File: config.mk
export PLATFORM = sky130hd
export DESIGN_NAME = seg7_scan_controller_flat
export DESIGN_NICKNAME = d
export VERILOG_FILES = /design/src/rtl/seg7_pkg.sv /design/src/rtl/seg7_scan_controller_if.sv /design/src/rtl/Decoder_7SEG.sv /design/src/rtl/bin2bcd_seq.sv /design/src/rtl/seg7_scan_controller.sv /design/src/flat_wrapper.sv
export SDC_FILE = /design/constraint.sdc
export NUM_CORES = 1
export LEC_CHECK = 0
export ABC_AREA = 1
export CAP_MARGIN = 20
export CORE_MARGIN = 2
export CORE_UTILIZATION = 58
export DETAILED_ROUTE_END_ITERATION = 10
export GPL_TIMING_DRIVEN = 0
export HOLD_SLACK_MARGIN = 0.05
export PLACE_DENSITY = 0.79
export REMOVE_ABC_BUFFERS = 1
export SYNTH_ARGS = -nofsm -noshare
export SYNTH_HDL_FRONTEND = slang
export SYNTH_SLANG_ARGS = --single-unit
File: constraint.sdc
create_clock -name clk -period 1.5 [get_ports clk]
set_input_delay 0.15 -clock clk [delete_from_list [all_inputs] [get_ports clk]]
set_output_delay 0.15 -clock clk [all_outputs]
set_load 0.02 [all_outputs]
File: src/rtl/seg7_pkg.sv
// seg7_pkg: shared constants, FSM encoding and helpers for the 7-segment scan controller
// Contents: SEG_BLANK (all segments off, active-low), state_t (IDLE/CONVERT/COMMIT), max_dec(digits)
package seg7_pkg;
   localparam logic [6:0] SEG_BLANK = 7'h7F;
   typedef enum logic [1:0] {IDLE, CONVERT, COMMIT} state_t;
   function automatic int unsigned max_dec(input int unsigned digits);
      int unsigned r = 1;
      for (int unsigned i = 0; i < digits; i++) r = r * 10;
      return r - 1;
   endfunction
endpackage

File: src/rtl/seg7_scan_controller_if.sv
// seg7_scan_controller_if: value handshake between a producer and the scan controller
// Ports: value_in/value_valid (producer -> controller), value_ready/busy (controller -> producer)
interface seg7_scan_controller_if #(parameter int BIN_W = 14);
   logic [BIN_W-1:0] value_in;
   logic value_valid;
   logic value_ready;
   logic busy;
   modport master (output value_in, value_valid, input value_ready, busy);
   modport slave (input value_in, value_valid, output value_ready, busy);
endinterface

File: src/rtl/Decoder_7SEG.sv
// Decoder_7SEG: BCD digit to active-low segments {g..a}; out-of-range codes show "0"
// Ports: digit (4-bit BCD in), seg (7-bit active-low segments out)
module Decoder_7SEG (
   input  logic [3:0] digit,
   output logic [6:0] seg
);
   always_comb begin
      case (digit)
         4'd1:    seg = 7'b1111001;
         4'd2:    seg = 7'b0100100;
         4'd3:    seg = 7'b0110000;
         4'd4:    seg = 7'b0011001;
         4'd5:    seg = 7'b0010010;
         4'd6:    seg = 7'b0000010;
         4'd7:    seg = 7'b1111000;
         4'd8:    seg = 7'b0000000;
         4'd9:    seg = 7'b0010000;
         default: seg = 7'b1000000;
      endcase
   end
endmodule

File: src/rtl/bin2bcd_seq.sv
// bin2bcd_seq: sequential shift-add-3 binary to BCD engine, one iteration per cycle
// Ports: clk, rst_n (sync, active-low), start loads bin_in, bcd_out holds the digits,
//        done is high on the cycle whose edge performs the final iteration
module bin2bcd_seq #(
   parameter int BIN_W = 14,
   parameter int NUM_DIGITS = 4
) (
   input  logic                    clk,
   input  logic                    rst_n,
   input  logic                    start,
   input  logic [BIN_W-1:0]        bin_in,
   output logic [4*NUM_DIGITS-1:0] bcd_out,
   output logic                    done
);
   localparam int DW = 4 * NUM_DIGITS;
   localparam int CW = $clog2(BIN_W + 1);
   logic [BIN_W-1:0] bin_q, bin_d;
   logic [DW-1:0] bcd_q, bcd_d, adj;
   logic [CW-1:0] cnt_q, cnt_d;
   logic run_q, run_d;
   always_comb begin
      adj = bcd_q;
      for (int i = 0; i < NUM_DIGITS; i++)
         adj[4*i +: 4] = bcd_q[4*i +: 4] >= 4'd5 ? bcd_q[4*i +: 4] + 4'd3 : bcd_q[4*i +: 4];
      done = run_q && cnt_q == CW'(BIN_W - 1);
      bin_d = start ? bin_in : run_q ? bin_q << 1 : bin_q;
      bcd_d = start ? '0 : run_q ? (adj << 1) | DW'(bin_q[BIN_W-1]) : bcd_q;
      cnt_d = start ? '0 : run_q ? cnt_q + CW'(1) : cnt_q;
      run_d = start || (run_q && !done);
   end
   always_ff @(posedge clk) begin
      if (!rst_n) begin
         bin_q <= '0;
         bcd_q <= '0;
         cnt_q <= '0;
         run_q <= 1'b0;
      end else begin
         bin_q <= bin_d;
         bcd_q <= bcd_d;
         cnt_q <= cnt_d;
         run_q <= run_d;
      end
   end
   assign bcd_out = bcd_q;
endmodule

File: src/rtl/seg7_scan_controller.sv
// seg7_scan_controller: accepts a binary value, converts it to BCD and scans it onto a multiplexed display
// Ports: clk, rst_n (sync, active-low), bus (value_in/value_valid in, value_ready/busy out),
//        seg_out (active-low {g..a}, registered), digit_en (active-low one-hot, registered)
module seg7_scan_controller
   import seg7_pkg::*;
#(
   parameter int NUM_DIGITS = 4,
   parameter int BIN_W = 14,
   parameter int SCAN_DIV = 50000,
   parameter int BLANK_LEADING = 1
) (
   input  logic                      clk,
   input  logic                      rst_n,
   seg7_scan_controller_if.slave     bus,
   output logic [6:0]                seg_out,
   output logic [NUM_DIGITS-1:0]     digit_en
);
   localparam int DW = 4 * NUM_DIGITS;
   localparam int PW = $clog2(SCAN_DIV);
   localparam int IW = NUM_DIGITS > 1 ? $clog2(NUM_DIGITS) : 1;
   localparam logic [BIN_W-1:0] MAX_V = BIN_W'(max_dec(NUM_DIGITS));
   state_t state_q, state_d;
   logic [DW-1:0] disp_q, disp_d, bcd;
   logic [PW-1:0] pre_q, pre_d;
   logic [IW-1:0] idx_q, idx_d;
   logic [6:0] seg_q, seg_d, dec_seg;
   logic [NUM_DIGITS-1:0] en_q, en_d, blank;
   logic [BIN_W-1:0] bin_sat;
   logic start, done, tc, zero;
   bin2bcd_seq #(.BIN_W(BIN_W), .NUM_DIGITS(NUM_DIGITS)) u_bcd (
      .clk(clk), .rst_n(rst_n), .start(start), .bin_in(bin_sat), .bcd_out(bcd), .done(done)
   );
   Decoder_7SEG u_dec (.digit(disp_q[4*idx_q +: 4]), .seg(dec_seg));
   always_comb begin
      bin_sat = bus.value_in > MAX_V ? MAX_V : bus.value_in;
      start = state_q == IDLE && bus.value_valid;
      state_d = start ? CONVERT : state_q == CONVERT && done ? COMMIT : state_q == COMMIT ? IDLE : state_q;
      disp_d = state_q == COMMIT ? bcd : disp_q;
   end
   always_comb begin
      tc = pre_q == PW'(SCAN_DIV - 1);
      pre_d = tc ? '0 : pre_q + PW'(1);
      idx_d = !tc ? idx_q : idx_q == IW'(NUM_DIGITS - 1) ? '0 : idx_q + IW'(1);
      zero = 1'b1;
      for (int i = NUM_DIGITS - 1; i >= 0; i--) begin
         zero = zero && disp_q[4*i +: 4] == 4'd0;
         blank[i] = BLANK_LEADING != 0 && i > 0 && zero;
      end
      en_d = ~(NUM_DIGITS'(1) << idx_q);
      seg_d = blank[idx_q] ? SEG_BLANK : dec_seg;
   end
   always_ff @(posedge clk) begin
      if (!rst_n) begin
         state_q <= IDLE;
         disp_q <= '0;
         pre_q <= '0;
         idx_q <= '0;
         seg_q <= SEG_BLANK;
         en_q <= '1;
      end else begin
         state_q <= state_d;
         disp_q <= disp_d;
         pre_q <= pre_d;
         idx_q <= idx_d;
         seg_q <= seg_d;
         en_q <= en_d;
      end
   end
   assign bus.value_ready = state_q == IDLE;
   assign bus.busy = state_q != IDLE;
   assign seg_out = seg_q;
   assign digit_en = en_q;
endmodule

File: src/flat_wrapper.sv
// flat-port wrapper written by rule: the top's interface ports become plain ports
module seg7_scan_controller_flat import seg7_pkg::*;
#(
   parameter int NUM_DIGITS = 4,
   parameter int BIN_W = 14,
   parameter int SCAN_DIV = 50000,
   parameter int BLANK_LEADING = 1
)
  (clk, rst_n, seg_out, digit_en, bus_value_in, bus_value_valid, bus_value_ready, bus_busy);
  seg7_scan_controller_if #(.BIN_W(BIN_W)) bus_i ();
  input  logic clk;
  input  logic rst_n;
  output logic [6:0] seg_out;
  output logic [NUM_DIGITS-1:0] digit_en;
  input wire logic [$bits(bus_i.value_in)-1:0] bus_value_in;
  input wire logic [$bits(bus_i.value_valid)-1:0] bus_value_valid;
  output wire logic [$bits(bus_i.value_ready)-1:0] bus_value_ready;
  output wire logic [$bits(bus_i.busy)-1:0] bus_busy;
  assign bus_i.value_in = bus_value_in;
  assign bus_i.value_valid = bus_value_valid;
  assign bus_value_ready = bus_i.value_ready;
  assign bus_busy = bus_i.busy;
  seg7_scan_controller #(.NUM_DIGITS(NUM_DIGITS), .BIN_W(BIN_W), .SCAN_DIV(SCAN_DIV), .BLANK_LEADING(BLANK_LEADING)) u_core (.clk(clk), .rst_n(rst_n), .bus(bus_i), .seg_out(seg_out), .digit_en(digit_en));
endmodule
==> results of run 1 <==
-- Yosys cell counts (all sizes together) (2+ instances only) --
cell type | number | share of area [%]
a21oi | 61 | 7.7
a31oi | 2 | 0.31
buf | 11 | 1.9
clkbuf | 6 | 0.56
dfxtp | 82 | 41
ha | 19 | 6.0
inv | 77 | 7.2
nand2 | 137 | 14
nand3 | 39 | 4.9
nand4 | 6 | 0.94
nor2 | 45 | 4.3
nor3 | 6 | 1.3
o211ai | 4 | 0.75
o21ai | 41 | 5.1
or2 | 6 | 0.94
xor2 | 12 | 2.6
-- cell families (layout without fill, tap and decap cells) --
logic type,after synthesis,count (layout)
and+or+nand+nor,240,241
AOI/OAI and AO/OA,109,109
buffers and inverters,94,134
DFF,82,82
adders and majority gates,19,19
xor gates and xnor gates,13,13
-- power by group through the flow --
stage	clock, W	combinational (W)	sequential (W)
after detailed placement	0	0.000378	0.00235
after floorplan	0	0.000225	0.00235
after global routing	0.00157	0.000470	0.00231
after global placement	0	0.000368	0.00235
final	0.00146	0.000419	0.00230
after CTS	0.00149	0.000390	0.00230
-- cell type report --
class / count / share of cell area (%)
sequential: 82 / 35.38
timing repair buffer: 41 / 8.463
inverter: 77 / 6.320
clock inverter: 5 / 0.6160
tap: 80 / 2.142
clock buffer: 11 / 3.240
multi-input combinational: 382 / 43.84
-- metrics by stage --
step	util [%]	total power, W	worst slack (ps)	hold WS, ps
2_1_floorplan	-	0.002575	-113.2	218.9
3_3_place_gp	63.78	0.002715	-954.6	429.9
3_5_place_dp	63.95	0.002730	-1017	438.7
4_1_cts	68.03	0.004186	12.76	405.9
5_1_grt	69.53	0.004342	-110.7	299.3
6_report	69.53	0.004177	-40.12	270.6
-- worst paths after layout --
path / depth (start not counted) / endpoint / start
worst max-delay path: 10 / u_core.seg_out[0] / u_core.idx_q[0]
worst min-delay path: 2 / u_core.digit_en[2] / rst_n
worst max register to register: 10 / u_core.seg_out[0] / u_core.idx_q[0]
worst min register to register: 1 / u_core.pre_q[0] / u_core.pre_q[0]
-- flip-flops by register name, indices dropped and copies added (netlist names) --
name	flops
u_core.disp_q	16
u_core.pre_q	16
u_core.u_bcd.bcd_out	16
u_core.u_bcd.bin_q	14
u_core.seg_out	7
u_core.digit_en	4
u_core.u_bcd.cnt_q	4
u_core.idx_q	2
u_core.state_q	2
u_core.u_bcd.run_q	1
-- per-layer routing --
layer	GRT usage (%)	part of all wire, %	up-vias
li1	-	-	1856
met1	27.81	47	1638
met2	38.58	48	69
met3	3.318	3.5	14
met4	8.807	1.6	0
met5	0	0	-
-- critical path, stage by stage, from the launching register on --
cell	delay, ps
dfxtp_4	380
buf_12	130
nand2_1	70
nand3_1	110
nand2_2	130
inv_2	50
ha_1	200
inv_1	70
nand2_1	90
o21ai_2	90
o21ai_1	90
-- repair_timing --
action | 4_1_cts | 5_1_grt
endpoints found under the setup margin | 66 | 38
gates resized for setup | 17 | 35
buffers inserted | 7 | 4
pin swaps | 0 | 7
cloned | 0 | 1
hold endpoints to repair | 0 | 0
==> flow_metrics.env, run 1 <==
export IMPL_outcome="finished with violations"
export IMPL_failed_checks="negative setup slack"
export IMPL_area_growth_pct=16.98
export IMPL_core_area_sq_mm=0.006719
export IMPL_fin_crit_sh_pct=102.7
export IMPL_grt_pass1_wl_um=13630
export IMPL_final_cell_count_no_fill=678
export IMPL_cts_tree="yes"
export IMPL_critPathMaxFanout=6
export IMPL_ys_seq_elements=82
export IMPL_path_clk_slew_ps=80
export IMPL_pin_count=30
export IMPL_rsz0062_at_grt="yes"
export IMPL_setup_violations=2
export IMPL_place_congestion=0.9077
export IMPL_combPwrFrac_pct=10.0
export IMPL_antenna_found_initial=0
export IMPL_cts_root_buf="clkbuf_8"
export IMPL_p_clk_share_pct=34.9
export IMPL_clock_sinks=82
export IMPL_vias=3577
export IMPL_fillCellCount=563
export IMPL_rows=30
export IMPL_fin_area_sq_mm=0.004672
export IMPL_cellPowerDensity_mw_per_mm2=894.0
export IMPL_multi_input_area_sq_mm=0.002048
export IMPL_num_nets_final=629
export IMPL_netSwitchingFraction_pct=25.81
export IMPL_die_area_sq_mm=0.007566
export IMPL_slew_headroom_pct=70.09
export IMPL_synth_mux_area_share_pct=0
export IMPL_dp_cells=650
export IMPL_antenna_cells=0
export IMPL_intPower_w=0.003099
export IMPL_syn_inst=557
export IMPL_synth_compound_area_share_pct=14.13
export IMPL_placed_area_sq_mm=0.004297
export IMPL_drc=0
export IMPL_clk_latency_ps=360
export IMPL_synthFlopType="dfxtp_1"
export IMPL_regArea_sq_mm=0.001653
export IMPL_cts_hold_fix_buffers=0
export IMPL_grt_usage_pct=22.30
export IMPL_leakagePower_nw=2.016
export IMPL_maxSlewViolCount=0
export IMPL_worst_slew_pin_slew_ps=448.2
export IMPL_period_minus_slack_ps=1540
export IMPL_startpoint_type="register"
export IMPL_drive_gt1_share_pct=14.38
export IMPL_yosys_warnings=0
export IMPL_grt_pass1_vias=3246
export IMPL_grt_max_degree=31
export IMPL_finalWorstSetupSlack_ps=-40.12
export IMPL_synth_seq_area_share_pct=41.10
export IMPL_cts_made_buffers=9
export IMPL_fin_tns_setup_ps=-69.88
export IMPL_worstHoldPathType="in -> reg"
export IMPL_end_kind="register"
export IMPL_wl_per_cell_um=12.66
export IMPL_ff2ff_setup_slack_ps=-40
export IMPL_synth_top_family_by_area="simple AND/OR/NAND/NOR gates"
export IMPL_grt_overflow=0
export IMPL_synth_simple_area_share_pct=26.25
export IMPL_ir_drop_uv=647.1
export IMPL_postRouteAntennaNets=0
export IMPL_drt_wl_total_um=8584
export IMPL_netlist_area_sq_mm=0.003994
export IMPL_start_util_pct=59.44
export IMPL_p_seq_share_pct=55.0
export IMPL_finClkSkew_ps=9.553
export IMPL_synth_xor_area_share_pct=2.851
export IMPL_synth_cell_types=28
export IMPL_die_h_um=86.98
export IMPL_maxCapViolCount=0
export IMPL_final_cell_mix="nand2_1, dfxtp_1, inv_1"
export IMPL_avgSynthCellArea_sq_um=7.170
export IMPL_worst_setup_path_type="reg -> reg"
export IMPL_cp_required_ps=1720
export IMPL_synth_edf_count=0
export IMPL_drt_iter0_markers=157
export IMPL_p_sw_w=0.001078
export IMPL_arrival_ps=1760
export IMPL_max_freq_mhz=649.3
export IMPL_drt_pass1_iter_count=5
export IMPL_htree_levels=3
export IMPL_synth_fa_ha_area_share_pct=5.952
export IMPL_place_port_buffers=29
export IMPL_cts_buffer_depth=2
export IMPL_final_common_cell="nand2_1"
export IMPL_die_w_um=86.98
export IMPL_synth_async_reset_ratio_pct=0
export IMPL_dp_hpwl_um=5414
export IMPL_via_per_inst=5.276
export IMPL_hold_violations=0
No activity file was read; power rests on OpenSTA's default activity.
==> inputs of run 2 (changes only) <==
--- a/config.mk
+++ b/config.mk
@@ -5,7 +5,7 @@
 export SDC_FILE = /design/constraint.sdc
 export NUM_CORES = 1
 export LEC_CHECK = 0
-export ABC_AREA = 1
+export ABC_AREA = 0
 export CAP_MARGIN = 20
 export CORE_MARGIN = 2
 export CORE_UTILIZATION = 58
@@ -13,6 +13,7 @@
 export GPL_TIMING_DRIVEN = 0
 export HOLD_SLACK_MARGIN = 0.05
 export PLACE_DENSITY = 0.79
+export RECOVER_POWER = 25
 export REMOVE_ABC_BUFFERS = 1
 export SYNTH_ARGS = -nofsm -noshare
 export SYNTH_HDL_FRONTEND = slang
==> run 2 against run 1 <==
Against the previous run:
- the run still ends with negative setup slack left
- synthesized cell count down 25%
- die area decreased by 4.7%
- non-clock buffer count up 3
- global-route usage decreased by 1.9 points
==> flow_metrics.env, run 2 <==
export IMPL_outcome="finished with violations"
export IMPL_failed_checks="negative setup slack"
export IMPL_yosys_warnings=0
export IMPL_startpoint_type="register"
export IMPL_synthTopCellsByArea="dfxtp_1, ha_1, nand2_1"
export IMPL_ys_seq_elements=82
export IMPL_fin_crit_sh_pct=113.6
export IMPL_synth_area_leader_cell="dfxtp_1"
export IMPL_die_h_um=84.89
export IMPL_cts_buffer_depth=2
export IMPL_rr_worst_depth=5
export IMPL_syn_inst=418
export IMPL_worst_slew_pin_slew_ps=652.2
export IMPL_path_cells="mux4_2 > ha_4 > mux2_4 > nor2_2 > o21ai_1"
export IMPL_rr_startpoint="u_core.idx_q[0]"
export IMPL_synth_seq_area_share_pct=43.26
export IMPL_arrival_ps=1930
export IMPL_die_w_um=84.89
export IMPL_start_util_pct=59.76
export IMPL_dp_cells=503
export IMPL_slew_headroom_pct=56.52
export IMPL_final_common_cell="dfxtp_1"
export IMPL_cp_slowest_cell="mux4_2"
export IMPL_drive_gt1_share_pct=21.01
export IMPL_path_clk_slew_ps=80
export IMPL_grt_max_degree=48
export IMPL_clk_latency_ps=350
export IMPL_period_minus_slack_ps=1704
export IMPL_grt_usage_pct=20.41
export IMPL_yosysMostFrequentCell="dfxtp_1"
export IMPL_final_cell_count_no_fill=534
export IMPL_min_from="bus_value_in[7]"
export IMPL_finClkSkew_ps=5.141
export IMPL_grt_overflow=0
export IMPL_clock_sinks=82
export IMPL_synth_common_cells="dfxtp_1, nand2_1, nor2_1, ha_1, inv_1"
export IMPL_antenna_cells=0
export IMPL_worst_setup_path_type="reg -> reg"
export IMPL_grt_pass1_vias=2742
export IMPL_hold_violations=0
export IMPL_cts_tree="yes"
export IMPL_fillCellCount=473
export IMPL_final_cell_mix="dfxtp_1, nand2_1, nor2_1"
export IMPL_num_nets_final=488
export IMPL_core_area_sq_mm=0.006350
export IMPL_area_growth_pct=21.89
export IMPL_drt_iter0_markers=198
export IMPL_hold_end="u_core.u_bcd.bin_q[7]"
export IMPL_vias=2961
export IMPL_htree_levels=3
export IMPL_postRouteAntennaNets=0
export IMPL_cp_slowest_stage_delay_ps=590
export IMPL_ff2ff_setup_slack_ps=-200
export IMPL_antenna_found_initial=0
export IMPL_netlist_area_leader_share_pct=43.26
export IMPL_ir_drop_uv=694.0
export IMPL_multi_input_area_sq_mm=0.002163
export IMPL_holdWs_ps=404.7
export IMPL_avgSynthCellArea_sq_um=9.079
export IMPL_setup_violations=14
export IMPL_leakagePower_nw=1.689
export IMPL_drt_pass1_iter_count=4
export IMPL_min_path_cells=3
export IMPL_place_port_buffers=29
export IMPL_via_per_inst=5.545
export IMPL_regArea_sq_mm=0.001675
export IMPL_maxSlewViolCount=0
export IMPL_die_area_sq_mm=0.007206
export IMPL_end_kind="register"
export IMPL_cts_hold_fix_buffers=0
export IMPL_grt_pass1_wl_um=12020
export IMPL_maxCapViolCount=0
export IMPL_pin_count=30
export IMPL_netlist_area_sq_mm=0.003795
export IMPL_finalWorstSetupSlack_ps=-204.2
export IMPL_cts_root_buf="clkbuf_8"
export IMPL_cellPowerDensity_mw_per_mm2=878.3
export IMPL_dp_hpwl_um=4505
export IMPL_cts_made_buffers=9
export IMPL_synthFlopType="dfxtp_1"
export IMPL_rsz0062_at_grt="yes"
export IMPL_critPathMaxFanout=5
export IMPL_synth_async_reset_ratio_pct=0
export IMPL_wl_per_cell_um=13.35
export IMPL_cp_required_ps=1730
export IMPL_synth_cell_types=41
export IMPL_worstHoldPathType="in -> reg"
export IMPL_rows=29
export IMPL_synth_edf_count=0
export IMPL_drt_wl_total_um=7129
export IMPL_drc=0
export IMPL_max_freq_mhz=586.8
export IMPL_timing_rr_end="u_core.seg_out[6]"
export IMPL_place_congestion=0.7478
run 2: cell count changes in the layout (fill, tap and decap cells not counted), moves of 10 or more:
cell      change
inv_1        -48
o21ai_0      -28
xnor2_1      +12
a21boi_0     +17
dfxtp_1      -10
nand3_1      -23
mux2i_1      +17
a21oi_1      -47
nand2_1      -65
run 2: power by group:
group / total [W] / internal (W) / switching (W) / leakage [nW]
clock network: 0.00144 / 0.000689 / 0.000753 / 0.0924
registers: 0.00228 / 0.00222 / 0.0000566 / 0.676
logic: 0.000339 / 0.000182 / 0.000157 / 0.920
total: 0.00406 / 0.00310 / 0.000967 / 1.69
run 2: layout make-up:
type	count	share of cell area, %
clock buffer	12	3.354
clock inverter	4	0.5680
inverter	19	1.596
multi-input combinational	296	46.77
sequential	82	36.22
tap	77	2.083
timing repair buffer	44	9.413
run 2: per-stage QoR:
stage / worst slack [ps] / TNS, ps / total power (W) / area, sq um / util (%)
finish: -204.2 / -1080 / 0.004063 / 4626 / 72.85
global route: -279.4 / -3244 / 0.004240 / 4626 / 72.85
CTS: -195.9 / -964.2 / 0.004087 / 4369 / 68.81
detailed placement: -615.9 / -23270 / 0.002639 / 4094 / 64.47
global placement: -1501 / -68870 / 0.002631 / 4078 / 64.22
floorplan: -483.8 / -9836 / 0.002504 / 3691 / -
run 2: worst max-delay path, delay by kind of cell, from the launching register on:
kind            cells  cell delay (ps)
simple gates        1               70
mux                 2              840
fa+ha+maj           1              190
compound gates      1               70
flops               1              400
run 2: layer usage:
| layer | wire length [um] | GRT usage, % | up-vias | share of wire, % |
|---|---|---|---|---|
| met4 | 95 | 6.205 | 0 | 1.3 |
| met1 | 3294 | 25.46 | 1396 | 46 |
| li1 | - | - | 1496 | - |
| met3 | 275 | 6.615 | 12 | 3.9 |
| met5 | 0 | 0 | - | 0 |
| met2 | 3463 | 33.86 | 57 | 49 |
run 2: kinds of logic after synthesis:
family	Yosys count	synth area share, %
buf+inv	41	4.616
flops	82	43.26
xor+xnor	24	5.539
compound gates	70	12.76
simple gates	154	18.53
mux	28	9.034
fa+ha+maj	19	6.264
run 2: repair_timing:
action / 4_1_cts / 5_1_grt
resized for setup: 22 / 46
pin swaps: 2 / 14
gates cloned: 0 / 1
setup endpoints to repair: 75 / 57
buffers inserted: 5 / 9
run 2: worst max-delay path by stage:
stage	endpoint	slack [ps]	depth (start not counted)	from
global placement	u_core.u_bcd.cnt_q[1]	-1500	3	rst_n
global route	u_core.seg_out[6]	-280	5	u_core.idx_q[0]
CTS	u_core.seg_out[6]	-200	5	u_core.idx_q[0]
floorplan	u_core.u_bcd.bin_q[10]	-480	2	u_core.u_bcd.run_q
detailed placement	u_core.u_bcd.cnt_q[1]	-620	3	rst_n
finish	u_core.seg_out[6]	-200	5	u_core.idx_q[0]
